<file path="config.mk">
export PLATFORM = sky130hd
export DESIGN_NAME = parser_stream_ctrl
export DESIGN_NICKNAME = d
export VERILOG_FILES = /design/src/rtl/parser_stream_ctrl.sv
export SDC_FILE = /design/constraint.sdc
export NUM_CORES = 1
export LEC_CHECK = 0
export ABC_AREA = 1
export CAP_MARGIN = 20
export CORE_ASPECT_RATIO = 1.1
export CORE_UTILIZATION = 57
export DETAILED_ROUTE_END_ITERATION = 10
export DONT_BUFFER_PORTS = 1
export HOLD_SLACK_MARGIN = 0.1
export PLACE_DENSITY = 0.82
export REMOVE_ABC_BUFFERS = 1
export SYNTH_ARGS = -nofsm -noshare
export SYNTH_HDL_FRONTEND = slang
export SYNTH_SLANG_ARGS = --single-unit
</file>
<file path="constraint.sdc">
create_clock -name clk -period 1.25 [get_ports clk]
set_input_delay 0.1875 -clock clk [delete_from_list [all_inputs] [get_ports clk]]
set_output_delay 0.1875 -clock clk [all_outputs]
set_load 0.02 [all_outputs]
</file>
<file path="src/rtl/parser_stream_ctrl.sv">
// Shares one if/else statement parser among N_REQ character streams, one statement per grant.
// Define PARSER_STREAM_CTRL_STATS_EN to add saturating statement/error/timeout counters.
module parser_stream_ctrl #(
    parameter int unsigned N_REQ     = 2,
    parameter int unsigned DATA_W    = 32,
    parameter int unsigned TIMEOUT   = 64,
    parameter logic [6:0]  TERM_CHAR = 7'h3B,
    localparam int unsigned ID_W     = (N_REQ > 1) ? $clog2(N_REQ) : 1
) (
    input  logic                    clk,
    input  logic                    rst_n,
    input  logic [N_REQ-1:0]        req_valid,
    input  logic [7*N_REQ-1:0]      req_char,
    input  logic [N_REQ-1:0]        req_last,
    input  logic [DATA_W*N_REQ-1:0] req_x,
    output logic [N_REQ-1:0]        req_ready,
    output logic                    prs_rst,
    output logic [6:0]              prs_char,
    output logic                    prs_char_valid,
    output logic [DATA_W-1:0]       prs_x,
    input  logic [DATA_W-1:0]       prs_p,
    input  logic                    prs_done,
    input  logic                    prs_error,
    output logic                    rsp_valid,
    input  logic                    rsp_ready,
    output logic [ID_W-1:0]         rsp_id,
    output logic [DATA_W-1:0]       rsp_p,
    output logic                    rsp_error,
    output logic                    rsp_timeout
`ifdef PARSER_STREAM_CTRL_STATS_EN
    ,
    output logic [15:0]             stat_stmts,
    output logic [15:0]             stat_errors,
    output logic [15:0]             stat_timeouts
`endif
);

    localparam int unsigned CNT_W = $clog2(TIMEOUT) + 1;

    typedef enum logic [2:0] {StIdle, StGrant, StStream, StFlush, StWaitDone, StRespond} state_e;

    state_e             state_q, state_d;
    logic [ID_W-1:0]    gnt_q, gnt_d, rr_q, rr_d;
    logic [CNT_W-1:0]   cnt_q, cnt_d;
    logic               err_seen_q, err_seen_d;
    logic               prs_rst_q, prs_rst_d;
    logic [6:0]         prs_char_q, prs_char_d;
    logic               prs_char_valid_q, prs_char_valid_d;
    logic [DATA_W-1:0]  prs_x_q, prs_x_d;
    logic               rsp_valid_q, rsp_valid_d;
    logic [ID_W-1:0]    rsp_id_q, rsp_id_d;
    logic [DATA_W-1:0]  rsp_p_q, rsp_p_d;
    logic               rsp_error_q, rsp_error_d;
    logic               rsp_timeout_q, rsp_timeout_d;
    logic               found;
    int                 idx;
    logic [6:0]         cur_char;
    logic               err_now;

    always_comb begin
        state_d          = state_q;
        gnt_d            = gnt_q;
        rr_d             = rr_q;
        cnt_d            = cnt_q;
        err_seen_d       = err_seen_q;
        prs_char_d       = prs_char_q;
        prs_char_valid_d = 1'b0;
        prs_x_d          = prs_x_q;
        rsp_valid_d      = rsp_valid_q;
        rsp_id_d         = rsp_id_q;
        rsp_p_d          = rsp_p_q;
        rsp_error_d      = rsp_error_q;
        rsp_timeout_d    = rsp_timeout_q;
        found            = 1'b0;
        idx              = 0;
        cur_char         = req_char[7*int'(gnt_q) +: 7];
        err_now          = err_seen_q | prs_error;

        unique case (state_q)
            StIdle: begin
                // First requester at or after rr_q, wrapping
                for (int k = 0; k < int'(N_REQ); k++) begin
                    if (!found && req_valid[(int'(rr_q) + k) % int'(N_REQ)]) begin
                        found = 1'b1;
                        idx   = (int'(rr_q) + k) % int'(N_REQ);
                    end
                end
                if (found) begin
                    gnt_d   = ID_W'(idx);
                    state_d = StGrant;
                end
            end
            StGrant: begin
                prs_x_d    = req_x[DATA_W*int'(gnt_q) +: DATA_W];
                err_seen_d = 1'b0;
                state_d    = StStream;
            end
            StStream: begin
                err_seen_d = err_now;
                if (req_valid[gnt_q]) begin
                    // After an error the rest of the statement is drained, not forwarded
                    prs_char_d       = cur_char;
                    prs_char_valid_d = !err_now;
                    if (req_last[gnt_q]) state_d = StFlush;
                end
            end
            StFlush: begin
                err_seen_d       = err_now;
                prs_char_d       = TERM_CHAR;
                prs_char_valid_d = !err_now;
                cnt_d            = '0;
                state_d          = StWaitDone;
            end
            StWaitDone: begin
                cnt_d = cnt_q + CNT_W'(1);
                if (err_now || prs_done || cnt_q == CNT_W'(TIMEOUT - 1)) begin
                    rsp_valid_d   = 1'b1;
                    rsp_id_d      = gnt_q;
                    rsp_error_d   = err_now;
                    rsp_timeout_d = !err_now && !prs_done;
                    rsp_p_d       = (!err_now && prs_done) ? prs_p : '0;
                    state_d       = StRespond;
                end
            end
            StRespond: begin
                if (rsp_ready) begin
                    rsp_valid_d = 1'b0;
                    rr_d        = (gnt_q == ID_W'(N_REQ - 1)) ? '0 : gnt_q + ID_W'(1);
                    state_d     = StIdle;
                end
            end
            default: state_d = StIdle;
        endcase

        prs_rst_d = (state_d == StGrant);
    end

    always_ff @(posedge clk or negedge rst_n) begin
        if (!rst_n) begin
            state_q <= StIdle;
        end else begin
            state_q <= state_d;
        end
    end

    always_ff @(posedge clk or negedge rst_n) begin
        if (!rst_n) begin
            gnt_q            <= '0;
            rr_q             <= '0;
            cnt_q            <= '0;
            err_seen_q       <= 1'b0;
            prs_rst_q        <= 1'b1;
            prs_char_q       <= '0;
            prs_char_valid_q <= 1'b0;
            prs_x_q          <= '0;
            rsp_valid_q      <= 1'b0;
            rsp_id_q         <= '0;
            rsp_p_q          <= '0;
            rsp_error_q      <= 1'b0;
            rsp_timeout_q    <= 1'b0;
        end else begin
            gnt_q            <= gnt_d;
            rr_q             <= rr_d;
            cnt_q            <= cnt_d;
            err_seen_q       <= err_seen_d;
            prs_rst_q        <= prs_rst_d;
            prs_char_q       <= prs_char_d;
            prs_char_valid_q <= prs_char_valid_d;
            prs_x_q          <= prs_x_d;
            rsp_valid_q      <= rsp_valid_d;
            rsp_id_q         <= rsp_id_d;
            rsp_p_q          <= rsp_p_d;
            rsp_error_q      <= rsp_error_d;
            rsp_timeout_q    <= rsp_timeout_d;
        end
    end

    always_comb begin
        req_ready = '0;
        if (state_q == StStream) req_ready[gnt_q] = 1'b1;
    end

    assign prs_rst        = prs_rst_q;
    assign prs_char       = prs_char_q;
    assign prs_char_valid = prs_char_valid_q;
    assign prs_x          = prs_x_q;
    assign rsp_valid      = rsp_valid_q;
    assign rsp_id         = rsp_id_q;
    assign rsp_p          = rsp_p_q;
    assign rsp_error      = rsp_error_q;
    assign rsp_timeout    = rsp_timeout_q;

`ifdef PARSER_STREAM_CTRL_STATS_EN
    logic [15:0] stat_stmts_q, stat_errors_q, stat_timeouts_q;
    logic        hs;

    assign hs = (state_q == StRespond) && rsp_ready;

    always_ff @(posedge clk or negedge rst_n) begin
        if (!rst_n) begin
            stat_stmts_q    <= '0;
            stat_errors_q   <= '0;
            stat_timeouts_q <= '0;
        end else if (hs) begin
            if (stat_stmts_q != 16'hFFFF) stat_stmts_q <= stat_stmts_q + 16'd1;
            if (rsp_error_q && stat_errors_q != 16'hFFFF) stat_errors_q <= stat_errors_q + 16'd1;
            if (rsp_timeout_q && stat_timeouts_q != 16'hFFFF) begin
                stat_timeouts_q <= stat_timeouts_q + 16'd1;
            end
        end
    end

    assign stat_stmts    = stat_stmts_q;
    assign stat_errors   = stat_errors_q;
    assign stat_timeouts = stat_timeouts_q;
`endif

endmodule

</file>
[Yosys cells after proc, flatten, opt, wreduce, memory -nomap -nowiden]
Cells that the tools add are included.
Word-level totals
  input bits: 119
  logic and storage cells: 91
  bits in registers: 90
  output and inout port bits: 79
Cells by class
  equality and inequality tests: 10
  order comparisons: 4
  multipliers: 1
  multiplexer cells: 35
  reduce and logical (&&, ||, !) cells: 20
  shifts and indexed selects: 2
  add/subtract/negate cells: 3
  bitwise operators: 2
Operator list (count)
  $shiftx A64 B7 Y32: 1
  $mux W32: 1
  $pmux W7 S2: 2
  $mux W1: 20
  $pmux W3 S6: 1
  $mux W3: 5
  $shiftx A14 B5 Y7: 1
  $reduce_and A2 Y1: 4
  $reduce_bool A2 Y1: 4
  $add A7 B1 Y7 const B: 1
  $eq A7 B6 Y1 const B: 1
  $mux W7: 1
  $eq A3 B1 Y1 const B: 2
  $eq A3 B2 Y1 const B: 2
  $eq A3 B3 Y1 const B: 2
  $ne A2 B2 Y1 const B: 3
  $pmux W1 S2: 3
  $logic_and A1 B1 Y1: 4
  $lt A1 B2 Y1 const B: 2
  $mul A3 B1 Y4 const A: 1
  $logic_not A1 Y1: 3
  $logic_not A3 Y1: 1
  $lt A2 B3 Y1 const B: 1
  $reduce_and A3 Y1: 1
  8 further kinds: 10

[Longest topological paths before layout]
Gate-level depths: netlist of the first run.
  depth after elaboration: 11
  gate-level depth with buffers: 9
  gate-level depth less buffers: 8

[Worst setup path after synthesis of the first run]
No wires, ideal clock.
  path kind: reg-to-reg
  start point: reg cnt_q[0]
  end point: reg state_q[0]
  path slack: -84 ps
  arrival: 1209 ps
  cell stages (with the launch flop): 9
  library setup time: 124 ps
  clock period less this slack: 1334 ps
  cell sequence: dfrtp_1 ha_1 nand2_1 nor2_2 nand2_1 nand2_2 nand2_4 buf_6 nand3_1
On the way
  word-level cells in the longest chain between the ends: 4
Ends and longest elaborated chain
  from (decl): RTL line 44  | logic [CNT_W-1:0] cnt_q, cnt_d;
  from (signal assigned): RTL line 164  | cnt_q <= cnt_d;
  $eq A7 B6 Y1: RTL line 116  | if (err_now || prs_done || cnt_q == CNT_W'(TIMEOUT - 1)) begin
  $logic_or A1 B1 Y1: RTL line 116
  $mux W3: RTL line 116
  $pmux W3 S6: RTL line 79  | unique case (state_q)
  net state_d[0]: RTL line 42  | state_e state_q, state_d;
  to (signal assigned): RTL line 140  | state_q <= StIdle;
  to (signal assigned): RTL line 142  | state_q <= state_d;
  to (decl): RTL line 42
The timed path passes the listed nets, and every way through them passes these cells.
A chain may end at the register's enable or synchronous reset.

[Worst setup path in the final report of the first run]
  start point: reg state_q[1]
  end point: out req_ready[1]
On the way
  word-level cells in the longest chain between the ends: 2
Ends and longest elaborated chain
  $eq A3 B2 Y1: RTL line 180  | if (state_q == StStream) req_ready[gnt_q] = 1'b1;
  $mux W2: RTL line 180
  to (decl): RTL line 16  | output logic [N_REQ-1:0] req_ready,
No other way between the ends.

==> results.cfg, run 1 <==
[yosys]
netlist_instances = 490
ys_seq_elements = 90
ys_seq_area_frac = 0.500
synth_cell_types = 30
synthArstFlopShare = 1.00
synth-main-ff-cell = dfrtp_1
ys_warn_count = 0
avgSynthCellArea_um2 = 9.20
syn_area_um2 = 4510
synth_edf_count = 0

[worst_setup_path]
critPathLaunchType = flip-flop
cpPeakStageDelay_ps = 430
path_delay_family = flip-flops
cp.required_ps = 1060
crit_start = state_q[1]$_DFF_PN0_
r2r_start = state_q[2]$_DFF_PN0_
reg2reg_to = prs_x[1]$_DFFE_PN0P_
cp.arrival_ps = 1430
r2r_setup_slack_ps = -290
worst_path_max_delay_cell = dfrtp_1
cp_common_cell = nor2_4
critical_path_class = flip-flop to output pin
ff2ff_path_depth = 6
cp.buffers_inverters = 2
end_kind = output pin
path_max_fanout = 3
cp_cell_sequence = inv_2, nor2_4, nand2_4, nor2_4, buf_6

[sta]
slew_headroom = 0.781
post-route-min-period_ps = 1620
final.setup_skew_ps = 15.6
slew_violations = 0
clock.fmax_ghz = 0.618
whs_ps = -492
grt_setup_unrepaired = yes
finalSetupViolCount = 90
hold_violations = 112
worst_pin_slew_ps = 327
fin_crit_sh = 1.29
worst_slack_ps = -368

[global_route]
grt_antenna_before_repair = 1
grt_overflow = 0
met1_usage = 0.357
grt_usage = 0.342
gr-usage-met2 = 0.592
grt_max_degree = 91
grt_pass1_wl_um = 20900
grt-busiest-layer = met2
first_global_vias = 4250
use_met3 = 0.109

[pwr]
power_frac_seq = 0.421
p_sw_frac = 0.475
pwr-share-comb = 0.449
p_int_uw = 8700
netSwitchingPower_uw = 7880
clockPowerShare = 0.130
power_density_nw_per_um2 = 2580
power.leakage_uw = 0.00301
ir_worst_vdd_v = 0.00162
finalPower_uw = 16600

[cts]
h-tree-depth = 3
cts_tree = yes
cts_made_buffers = 9
root_buffer = clkbuf_8
cts_max_path_buffers = 2
postCtsHoldBufs = 67
clkTransAtPathRegs_ps = 100
insertion_delay_ps = 360
numClockSinks = 90

[place]
dp_hpwl_um = 7560
globalplace.congestion = 0.797
port_buffers = 0

[worst_hold_path]
min_path_type = input port to async pin

[floorplanning]
core_um2 = 7560
die-area_um2 = 8260
rows = 33
die_y_um = 95.2
io_pins = 198
start_util = 0.596
chipWidth_um = 86.8

[route]
drt-initial-drc-count = 296
drcViolationCount = 0
via_per_inst = 6.21
wirelength_um = 16800
num_vias = 4411
ant_nets = 0
dr.pass1.iters = 5
routedWlPerCell_um = 23.7

[outcome]
status = complete, but fails checks
violations = negative hold slack, negative setup slack

[job]
cap_violations = 0

[final_layout]
syn2layout_area_growth_pct = 42.4
drive_gt1_frac = 0.367
fin_nets = 718
fin_util = 0.849
nFillCells = 377
power groups by stage:
stage / Sequential (µW) / Clock, µW / Combinational (µW)
after global placement: 6790 / 0 / 4500
final: 6970 / 2160 / 7450
after CTS: 6780 / 2120 / 5780
after floorplan: 6670 / 0 / 2660
after detailed placement: 6800 / 0 / 4830
after global routing: 7090 / 2270 / 7890
sequential cells by signal (all words and copies together) (netlist names), 3 cells and up:
signal,cells
prs_x,32
rsp_p,32
cnt_q,7
prs_char,7
state_q,3
worst max-delay path by stage:
stage,endpoint,slack [ps],depth (start not counted)
6_report,req_ready[1],-370,5
5_1_grt,req_ready[1],-420,4
4_1_cts,req_ready[0],-180,5
3_5_place_dp,rsp_p[30]$_DFFE_PN0P_,-120,9
3_3_place_gp,rsp_p[11]$_DFFE_PN0P_,-50,9
2_1_floorplan,prs_x[10]$_DFFE_PN0P_,-2770,3
synthesized netlist by cell type, types with 2 or more instances:
| cell type | instances | area [µm²] |
|---|---|---|
| a21oi_1 | 2 | 10.0 |
| buf_12 | 2 | 40.0 |
| buf_2 | 9 | 45.0 |
| buf_6 | 5 | 56.3 |
| clkbuf_1 | 11 | 41.3 |
| dfrtp_1 | 89 | 2230 |
| inv_1 | 42 | 158 |
| inv_2 | 4 | 15.0 |
| nand2_1 | 139 | 522 |
| nand2_2 | 2 | 12.5 |
| nand3_1 | 18 | 90.1 |
| nand4_1 | 33 | 206 |
| nor2_1 | 13 | 48.8 |
| nor2_2 | 2 | 12.5 |
| nor2_4 | 2 | 22.5 |
| o211ai_1 | 5 | 37.5 |
| o211ai_2 | 27 | 338 |
| o21ai_0 | 15 | 75.1 |
| o21ai_2 | 27 | 236 |
| or2_0 | 17 | 106 |
| or2_1 | 2 | 12.5 |
| or2_2 | 16 | 100 |
cell usage in the layout (no fill, tap or decap), drive strengths merged:
cell type      n
clkbuf        12
dfstp          1
nand4         33
ha             1
dfrtp         89
nand3         18
bufbuf         2
clkinvlp       2
o211ai        32
dlygate4sd3   67
or2           35
o21ai         42
nor2          17
inv           49
buf           56
bufinv         1
nand2        142
nor3           2
diode          2
a21oi          2
cell families after synthesis:
group | synth area share
AO/OA/AOI/OAI | 0.155
adder cells (fa/ha/maj) | 0.00278
buffers and inverters | 0.0850
flip-flops | 0.500
AND/OR/NAND/NOR | 0.257
metal layers:
layer	share of wire	vias up	wire length, µm
met2	0.51	344	8550
met4	0.064	0	1080
met1	0.33	2145	5470
met3	0.10	95	1700
li1	-	1827	-
met5	0	-	0
what timing repair did:
item,CTS,global route
setup buffers,10,6
hold endpoints to repair,171,123
gates cloned,4,3
pin swaps,2,19
resized for setup,27,102
endpoints found under the setup margin,83,89
metrics by stage:
| stage | hold WS, ps | worst slack (ps) | setup TNS (ps) | cell area (µm²) | instances |
|---|---|---|---|---|---|
| floorplan | -108 | -2770 | -115590 | 4300 | 460 |
| global placement | -106 | -52.3 | -1620 | 4810 | 603 |
| detailed placement | -106 | -122 | -4720 | 4810 | 603 |
| CTS | -501 | -178 | -9310 | 5950 | 700 |
| global route | -513 | -418 | -22720 | 6410 | 709 |
| finish | -492 | -368 | -18460 | 6420 | 710 |
area by class of cell:
class	instances	area [µm²]	share of cell area
tap	105	131	0.0205
sequential	90	2260	0.352
inverter	46	195	0.0304
clock inverter	6	71.3	0.0111
clock buffer	10	138	0.0215
timing repair buffer	127	1440	0.224
multi-input combinational	324	2180	0.340
antenna	2	5.00	0.000780
worst register-to-register path, delay by kind of cell, from the launching register on:
kind | cells | cell delay, ps
compound gates | 2 | 200
buf+inv | 3 | 510
flops | 1 | 480
simple gates | 1 | 270
Note: power is estimated with default switching activity, not from simulation.
==> run 2, diff against run 1 <==
--- a/config.mk
+++ b/config.mk
@@ -11,6 +11,7 @@
 export CORE_UTILIZATION = 57
 export DETAILED_ROUTE_END_ITERATION = 10
 export DONT_BUFFER_PORTS = 1
+export GPL_TIMING_DRIVEN = 0
 export HOLD_SLACK_MARGIN = 0.1
 export PLACE_DENSITY = 0.82
 export REMOVE_ABC_BUFFERS = 1
==> results.cfg, run 2 (synthesized netlist as in run 1, its figures left out) <==
[outcome]
status = complete, but fails checks
violations = negative hold slack, negative setup slack

[final_layout]
n_antenna_cell = 0
nFillCells = 355
fin_nets = 737
syn2layout_area_growth_pct = 44.9
mostFrequentLayoutCells = nand2_1, dlygate4sd3_1, dfrtp_1
fin_cells = 727
layout_commonest_cell = nand2_1
drive_gt1_frac = 0.293

[pwr]
clockPowerShare = 0.142
power_density_nw_per_um2 = 2450
pwr-share-comb = 0.419
p_int_uw = 8440
power_frac_seq = 0.439
p_sw_frac = 0.471
ir_worst_vdd_v = 0.00154
finalPower_uw = 16000
power.leakage_uw = 0.00301
netSwitchingPower_uw = 7520

[global_route]
grt_overflow = 0
grt_antenna_before_repair = 0
grt_max_degree = 91
first_global_vias = 4253
grt_pass1_wl_um = 20900
grt_usage = 0.339

[place]
dpl.cell_count = 569
dp_slack_ps = -702
globalplace.congestion = 0.813
port_buffers = 0
dp_hpwl_um = 6810

[route]
num_vias = 4447
drcViolationCount = 0
dr.pass1.iters = 5
via_per_inst = 6.12
drt-initial-drc-count = 259
routedWlPerCell_um = 21.8
ant_nets = 0
wirelength_um = 15900

[worst_setup_path]
r2r_start = state_q[0]$_DFF_PN0_
reg2reg_to = prs_x[5]$_DFFE_PN0P_
critical_path_class = flip-flop to flip-flop
cp-endpoint = prs_x[5]$_DFFE_PN0P_
cp.arrival_ps = 1890
path_max_fanout = 6
ff2ff_path_depth = 7
crit_start = state_q[0]$_DFF_PN0_
r2r_setup_slack_ps = -360
end_kind = flip-flop
critPathLaunchType = flip-flop
cp.required_ps = 1530

[floorplanning]
io_pins = 198
die_y_um = 95.2
die-area_um2 = 8260
chipWidth_um = 86.8
rows = 33
core_um2 = 7560
start_util = 0.596

[sta]
grt_setup_unrepaired = yes
fin_crit_sh = 1.29
clock.fmax_ghz = 0.622
finalSetupViolCount = 89
slew_headroom = 0.669
hold_violations = 90
worst_slack_ps = -358
slew_violations = 0
whs_ps = -482
worst_pin_slew_ps = 495
post-route-min-period_ps = 1610
final.setup_skew_ps = 8.62

[worst_hold_path]
min_path_type = input port to async pin

[job]
cap_violations = 0

[cts]
h-tree-depth = 3
cts_made_buffers = 9
cts_tree = yes
numClockSinks = 90
root_buffer = clkbuf_8
clkTransAtPathRegs_ps = 100
insertion_delay_ps = 360
cts_max_path_buffers = 2
-- run 2: cell types whose count changed in the layout (fill, tap and decap cells not counted), sizes merged --
cell | previous run | this run
nand2 | 142 | 147
bufinv | 1 | 2
bufbuf | 2 | 1
clkinv | 0 | 1
diode | 2 | 0
inv | 49 | 48
dlygate4sd3 | 67 | 98
nor2 | 17 | 18
buf | 56 | 38
-- run 2: critical path, stage by stage, from the launching register on --
cell and delay [ps]:
dfrtp_2 480, inv_2 100, nor3_4 330, buf_6 200, buf_16 130, buf_12 120
o211ai_2 90, o21ai_2 90
-- run 2: final cells by class --
class	count	area (µm²)	area share
Clock buffer	10	138	0.0211
Clock inverter	6	88.8	0.0136
Inverter	46	199	0.0305
Multi-Input combinational cell	330	2180	0.334
Sequential cell	90	2260	0.347
Tap cell	105	131	0.0201
Timing Repair Buffer	139	1520	0.233
Timing Repair inverter	1	11.3	0.00173
-- run 2: timing repair --
action / 4_1_cts / 5_1_grt
hold endpoints to repair: 171 / 123
cloned: 9 / 2
gates resized for setup: 55 / 44
setup buffers: 23 / 11
hold buffers: 66 / 33
setup endpoints to repair: 91 / 90
pin swaps: 13 / 9
-- run 2: worst min-delay path by stage --
stage / to / slack, ps / cells past startpoint
after floorplan: cnt_q[0]$_DFFE_PN0P_ / -110 / 0
after global placement: rsp_p[22]$_DFFE_PN0P_ / -110 / 0
after detailed placement: rsp_p[26]$_DFFE_PN0P_ / -110 / 0
after CTS: rsp_p[26]$_DFFE_PN0P_ / -500 / 0
after global routing: rsp_p[17]$_DFFE_PN0P_ / -510 / 0
final: state_q[1]$_DFF_PN0_ / -480 / 0
-- run 2: layer usage --
metal,GRT usage,vias up,share of wire
met2,0.597,334,0.51
met3,0.0866,86,0.099
li1,-,1872,-
met4,0.193,0,0.055
met1,0.372,2155,0.34
met5,0,-,0
-- run 2: through the flow --
step	area [µm²]	setup TNS (ps)	util
2_1_floorplan	4300	-115590	-
4_1_cts	5940	-10290	0.786
3_5_place_dp	4520	-46040	0.599
3_3_place_gp	4430	-164110	0.586
6_report	6530	-16170	0.864
5_1_grt	6530	-20930	0.864
-- run 2: power by group through the flow --
stage / logic [µW] / clock network (µW) / registers (µW)
after floorplan: 2660 / 0 / 6670
after global placement: 2960 / 0 / 7010
after detailed placement: 4050 / 0 / 6860
after CTS: 5510 / 2260 / 6820
after global routing: 7130 / 2410 / 7120
final: 6690 / 2270 / 7010
